==> config.mk <==
export PLATFORM = sky130hd
export DESIGN_NAME = parking_occupancy
export DESIGN_NICKNAME = d
export VERILOG_FILES = /design/src/rtl/parking_occupancy.sv
export SDC_FILE = /design/constraint.sdc
export NUM_CORES = 1
export LEC_CHECK = 0
export CAP_MARGIN = 25
export CORE_ASPECT_RATIO = 1.4
export CORE_MARGIN = 2
export CORE_UTILIZATION = 40
export DETAILED_ROUTE_END_ITERATION = 10
export SLEW_MARGIN = 25
export SYNTH_ARGS = -nofsm -noshare
export SYNTH_HDL_FRONTEND = slang
export SYNTH_SLANG_ARGS = --single-unit
==> constraint.sdc <==
create_clock -name clk -period 3.38 [get_ports clk]
set_clock_uncertainty 0.05 [all_clocks]
set_input_delay 0.676 -clock clk [delete_from_list [all_inputs] [get_ports clk]]
set_output_delay 0.676 -clock clk [all_outputs]
set_load 0.05 [all_outputs]
==> src/rtl/parking_occupancy.sv <==
// Occupancy tracker for the parking-lot gate: counts cars against a fixed capacity,
// drives full/empty and display digits, keeps a saturating entry total and sticky error flags.
module parking_occupancy #(
    parameter int CAPACITY = 16,
    parameter int TOTAL_W  = 10
) (
    input  logic               clk,
    input  logic               Rst,
    input  logic               Enter,
    input  logic               Exit,
    input  logic               ClearErr,
    output logic [6:0]         count,
    output logic               full,
    output logic               empty,
    output logic [3:0]         bcd_tens,
    output logic [3:0]         bcd_ones,
    output logic [TOTAL_W-1:0] total,
    output logic               overflow_err,
    output logic               underflow_err
);

    localparam logic [6:0]         CAP       = 7'(CAPACITY);
    localparam logic [TOTAL_W-1:0] TOTAL_MAX = {TOTAL_W{1'b1}};
    localparam logic [TOTAL_W-1:0] TOTAL_ONE = TOTAL_W'(1);

    logic [6:0]         r_count;
    logic               r_full;
    logic               r_empty;
    logic [3:0]         r_bcdTens;
    logic [3:0]         r_bcdOnes;
    logic [TOTAL_W-1:0] r_total;
    logic               r_overflowErr;
    logic               r_underflowErr;

    logic [6:0]         w_countNext;
    logic [TOTAL_W-1:0] w_totalNext;
    logic               w_accept;
    logic               w_ovfSet;
    logic               w_unfSet;
    logic [3:0]         w_tens;
    logic [3:0]         w_ones;

    // Event decode: simultaneous Enter and Exit nets to zero but still counts as an entry.
    always_comb begin
        w_countNext = r_count;
        w_accept    = 1'b0;
        w_ovfSet    = 1'b0;
        w_unfSet    = 1'b0;
        if (Enter && Exit) begin
            w_accept = 1'b1;
        end else if (Enter) begin
            if (r_count == CAP) begin
                w_ovfSet = 1'b1;
            end else begin
                w_countNext = r_count + 7'd1;
                w_accept    = 1'b1;
            end
        end else if (Exit) begin
            if (r_count == 7'd0) begin
                w_unfSet = 1'b1;
            end else begin
                w_countNext = r_count - 7'd1;
            end
        end
        w_totalNext = (w_accept && (r_total != TOTAL_MAX)) ? (r_total + TOTAL_ONE) : r_total;
    end

    always_ff @(posedge clk or negedge Rst) begin
        if (!Rst) begin
            r_count        <= 7'd0;
            r_full         <= 1'b0;
            r_empty        <= 1'b1;
            r_total        <= '0;
            r_overflowErr  <= 1'b0;
            r_underflowErr <= 1'b0;
        end else begin
            r_count        <= w_countNext;
            r_full         <= (w_countNext == CAP);
            r_empty        <= (w_countNext == 7'd0);
            r_total        <= w_totalNext;
            r_overflowErr  <= w_ovfSet | (r_overflowErr & ~ClearErr);
            r_underflowErr <= w_unfSet | (r_underflowErr & ~ClearErr);
        end
    end

    // Binary to two-digit BCD by comparing against multiples of ten; count never exceeds 99.
    always_comb begin
        w_tens = 4'd0;
        w_ones = r_count[3:0];
        for (int t = 1; t <= 9; t++) begin
            if (r_count >= 7'(10 * t)) begin
                w_tens = 4'(t);
                w_ones = 4'(r_count - 7'(10 * t));
            end
        end
    end

    always_ff @(posedge clk or negedge Rst) begin
        if (!Rst) begin
            r_bcdTens <= 4'd0;
            r_bcdOnes <= 4'd0;
        end else begin
            r_bcdTens <= w_tens;
            r_bcdOnes <= w_ones;
        end
    end

    assign count         = r_count;
    assign full          = r_full;
    assign empty         = r_empty;
    assign bcd_tens      = r_bcdTens;
    assign bcd_ones      = r_bcdOnes;
    assign total         = r_total;
    assign overflow_err  = r_overflowErr;
    assign underflow_err = r_underflowErr;

endmodule

==> results of run 1 <==
cell type report:
type / count / area [um2]
well taps: 64 / 80.1
clock inverters: 1 / 30.0
repair buffers: 36 / 353
flip-flops and latches: 29 / 727
fillers: 448 / 2330
multi-input cells: 159 / 1100
inverters: 14 / 52.6
clock buffers: 7 / 86.3
critical path, stage by stage (launching register included):
cell and delay, ns:
dfrtp_1 0.61, inv_1 0.24, ha_1 0.22, and3b_1 0.21
and3_4 0.22, nor3_1 0.05, o32a_1 0.37, a2111o_1 0.42
nor4_1 0.24
metrics by stage:
stage,setup slack [ns],utilization
floorplan,0.706,-
global placement,0.566,0.486
detailed placement,0.517,0.486
CTS,0.665,0.510
global route,0.482,0.510
finish,0.644,0.510
cell usage after synthesis (2+ instances only):
library cell and n:
nand2b_1 6, ha_1 13, inv_1 13, buf_2 2, o21ai_1 3, a21oi_1 8
nand4_1 6, a211oi_1 6, xnor2_1 8, and4_1 2, o21ai_0 9, xor2_1 6
buf_4 4, nor2b_1 4, o22ai_1 3, nand2_1 14, or4_1 2, nor2_1 17
clkbuf_1 4, nor4_1 2, a31oi_1 2, dfrtp_1 28, nand3_1 7, nor3_1 8
a221oi_1 2, or3_1 3
cells by family (layout without fill, tap and decap cells):
logic type | Yosys count | count (layout)
and+or+nand+nor | 80 | 80
AOI/OAI and AO/OA | 50 | 50
DFF | 29 | 29
buffers and inverters | 24 | 58
xor gates and xnor gates | 14 | 14
adders and majority gates | 13 | 13
muxes | 2 | 2
path summary, 6_finish.rpt:
path | start | endpoint | depth (start not counted)
setup / recovery | count[3] | empty | 8
hold / removal | total[9] | total[9] | 1
setup reg to reg | count[3] | empty | 8
hold reg to reg | total[9] | total[9] | 1
max in group asynchronous | Rst | empty | 2
min in group asynchronous | Rst | count[4] | 2
metal layers:
layer | wire length (um) | track usage | up-vias
li1 | - | - | 835
met1 | 2110 | 0.257 | 850
met2 | 2620 | 0.336 | 68
met3 | 236 | 0.0299 | 9
met4 | 85 | 0.0768 | 0
met5 | 0 | 0 | -
registers in the layout (all words and copies together) (netlist names):
register       count
full               1
bcd_ones           4
bcd_tens           4
underflow_err      1
overflow_err       1
total             10
count              7
empty              1
==> flow_summary.toml, run 1 <==
[route]
drtIter0Drc = 183
ant_nets = 0
route.detailed.wl_per_inst_um = 16.3
drc = 0
via_per_inst = 5.68
wirelength_um = 5050
vias = 1762
firstDrtPassIters = 4

[setup_path]
cp_data_required_time_ns = 3.51
critPathMaxFanout = 19
r2r_setup_slack_ns = 0.64
path_class = "reg2reg"
cp-end-kind = "register"
start_kind = "register"
cp_data_arrival_time_ns = 2.86

[yosys]
avgSynthCellArea_um2 = 9.15
synth_top_area_frac = 0.361
synth_area_leader_cell = "dfrtp_1"
async_flop_share = 1.00
syn_inst = 212
yosys-top-cells-area = "dfrtp_1 36%, ha_1 8.4%, xnor2_1 3.6%"
yosys.area_share.adder = 0.0839
synth_compound_area_frac = 0.185
synth_nets = 230
yosysWarnings = 0
netlist_area_mm2 = 0.00194
ys_seq_area_frac = 0.375
synth_edf_count = 0
synth_top_family_by_area = "simple AND/OR/NAND/NOR gates"
dominantRegCellSynth = "dfrtp_1"
synth-seq-cells = 29
synth_cell_types = 56
synth.area.mux_share = 0.0110
synthXorXnorAreaFrac = 0.0632
yosys.area_share.simple = 0.226

[sta]
drv_slew = 0
fin_crit_ns = 2.74
setup_viol = 0
timing.fmax_ghz = 0.366
rsz0062_at_grt = "no"
whs_ns = 0.440
relSlewSlack = 0.544
worstMarginPinSlew_ns = 0.684
fin_tns_setup_ns = 0
period_share = 0.809
hold_violations = 0

[layout]
layout_common_cells = "33 x clkdlybuf4s50_1, 28 x dfrtp_1, 17 x nor2_1"
layout_commonest_cell = "clkdlybuf4s50_1"
diodes = 0
area_delta_synth_final_pct = 25.5
drive_above_1_share = 0.0854
fin_nets = 263
final_cell_area_mm2 = 0.00243
finalNonFillerCells = 310

[clock_network]
post_cts_resized = 0
cts_tree = "yes"
cts_max_level = 2
clkSlewWorstSetupHoldPaths_ns = 0.07
clkSinkCount = 29
numCtsBuffers = 5
cts_root_buf = "clkbuf_8"
cts_buffer_depth = 2
post-cts-setup-buffer-count = 0
clk_latency_ns = 0.28
cts_hold_buf = 0

[die]
core-area_mm2 = 0.00477
rows = 30
io_pins = 34
die_y_um = 86.4
initial_utilization = 0.407
fp.dieW_um = 62.9
dieArea_mm2 = 0.00543

[placement]
dp_cells = 302
io_buffers = 33
globalplace.congestion = 0.893
dp_hpwl_um = 3600
place_area_mm2 = 0.00232

[global_routing]
grt_max_degree = 30
antenna_found_initial = 0
grt_usage = 0.199
first_global_vias = 1714
grt-ovfl-total = 0
grt_pass1_wl_um = 8580

[job]
drv.max_cap_violation_count = 0

[status]
outcome = "completed"

[hold_path]
hp-class = "reg2reg"
Power of run 1 is not shown: default switching activity piles up to over one toggle a cycle in this logic, so the estimate is an artifact.
==> run 2: changes to the inputs <==
==> constraint.sdc (replaced) <==
create_clock -name clk -period 2.85 [get_ports clk]
set_clock_uncertainty 0.05 [all_clocks]
set_input_delay 0.57 -clock clk [delete_from_list [all_inputs] [get_ports clk]]
set_output_delay 0.57 -clock clk [all_outputs]
set_load 0.05 [all_outputs]
==> flow_summary.toml, run 2 (synthesis gave the netlist of run 1 again) <==
[route]
wirelength_um = 4860
via_per_inst = 5.50
route.detailed.wl_per_inst_um = 15.2
drtIter0Drc = 99
vias = 1755
firstDrtPassIters = 4
ant_nets = 0
drc = 0

[layout]
layout_commonest_cell = "clkdlybuf4s50_1"
fin_nets = 272
drive_above_1_share = 0.118
layout_common_cells = "33 x clkdlybuf4s50_1, 28 x dfrtp_1, 17 x nor2_1"
nFillCells = 461
final_cell_area_mm2 = 0.00247
diodes = 0
largest_register_ff_count = 10
area_delta_synth_final_pct = 27.2

[power_and_ir_drop]
leakagePower_nw = 1.05
pwr-share-clk = 0.097
intPower_mw = 1.55
seq_power_share = 0.233
sw_frac_of_total = 0.529
combPwrFrac = 0.670
switchingPower_mw = 1.74
vdd_ir_drop_max_mv = 0.504
p_per_area_mw_per_mm2 = 1330

[setup_path]
critical_path.startpoint = "count[6]"
crit_path_max_incr_delay_ns = 0.91
critPathMaxFanout = 17
timing.rr.start = "count[2]"
crit_chain = "clkdlybuf4s50_1"
cp_data_arrival_time_ns = 1.90
path_class = "reg2out"
reg2reg_to = "full"
crit_family = "buffers and inverters"
r2r_setup_slack_ns = 0.34
cp_data_required_time_ns = 2.23
critPathBufInv = 1
r2r_cells = 8
cp_slowest_cell = "clkdlybuf4s50_1"
cp-end-kind = "output port"
start_kind = "register"

[clock_network]
clkSlewWorstSetupHoldPaths_ns = 0.06
post_cts_resized = 0
clkSinkCount = 29
clk_latency_ns = 0.28
numCtsBuffers = 5
cts_tree = "yes"
cts_buffer_depth = 2
cts_root_buf = "clkbuf_8"
cts_max_level = 2
post-cts-setup-buffer-count = 0
cts_hold_buf = 0

[die]
die_y_um = 86.4
dieArea_mm2 = 0.00543
rows = 30
io_pins = 34
initial_utilization = 0.407
core-area_mm2 = 0.00477
fp.dieW_um = 62.9

[hold_path]
min_delay_path_depth = 1
min_from = "total[9]"
hp-class = "reg2reg"
holdPathEnd = "total[9]"

[sta]
relSlewSlack = 0.614
period_share = 0.885
layout_setup_ws_ns = 0.329
setup_viol = 0
fin_tns_setup_ns = 0
rsz0062_at_grt = "no"
fin_crit_ns = 2.52
hold_violations = 0
drv_slew = 0
timing.fmax_ghz = 0.397
worstMarginPinSlew_ns = 0.579

[placement]
io_buffers = 33
globalplace.congestion = 0.877
place_ws_ns = 0.132
dp_hpwl_um = 3690
place_area_mm2 = 0.00238

[global_routing]
grt.busiest_layer = "met2"
met1_usage = 0.234
antenna_found_initial = 0
first_global_vias = 1727
grt_pass1_wl_um = 8390
grt_usage = 0.196
use_met3 = 0.0273
grt-ovfl-total = 0
grtUsageMet2 = 0.341
grt_max_degree = 30

[status]
outcome = "completed"

[job]
drv.max_cap_violation_count = 0
run 2: changes by cell type in the layout (fill, tap and decap cells not counted):
cell,delta
buf_4,+9
bufinv_16,-1
clkbuf_8,-1
clkinv_2,+2
run 2: layout make-up:
| cell class | instances | area, um2 | share of cell area |
|---|---|---|---|
| timing repair buffer | 45 | 420 | 0.170 |
| inverter | 14 | 52.6 | 0.0213 |
| tap | 64 | 80.1 | 0.0325 |
| clock buffer | 6 | 72.6 | 0.0294 |
| clock inverter | 2 | 10.0 | 0.00406 |
| sequential | 29 | 727 | 0.295 |
| multi-input combinational | 159 | 1100 | 0.448 |
run 2: power by group through the flow:
stage	combinational, mW	clock (mW)	sequential, mW
floorplan	1.03	0	1.26
global placement	2.20	0	0.774
detailed placement	2.20	0	0.774
CTS	2.21	0.329	0.769
global route	2.41	0.347	0.793
finish	2.21	0.319	0.767
run 2: worst max-delay path by stage:
stage,end,slack (ns),depth (start not counted)
global route,full,0.19,8
detailed placement,full,0.13,6
CTS,count[6],0.33,1
finish,count[6],0.33,1
global placement,full,0.19,6
floorplan,empty,0.18,8
run 2: through the flow:
stage	total power, mW	cells	utilization	hold WS, ns
CTS	3.31	319	0.518	0.441
global placement	2.98	311	0.500	0.428
detailed placement	2.97	311	0.500	0.431
finish	3.29	319	0.518	0.440
floorplan	2.29	212	-	0.224
global route	3.55	319	0.518	0.454
run 2: routing by layer:
| metal | routed length [um] | vias up |
|---|---|---|
| met2 | 2470 | 59 |
| li1 | - | 850 |
| met1 | 2070 | 832 |
| met5 | 0 | - |
| met4 | 144 | 0 |
| met3 | 170 | 14 |
(Power assumes the default switching activity.)
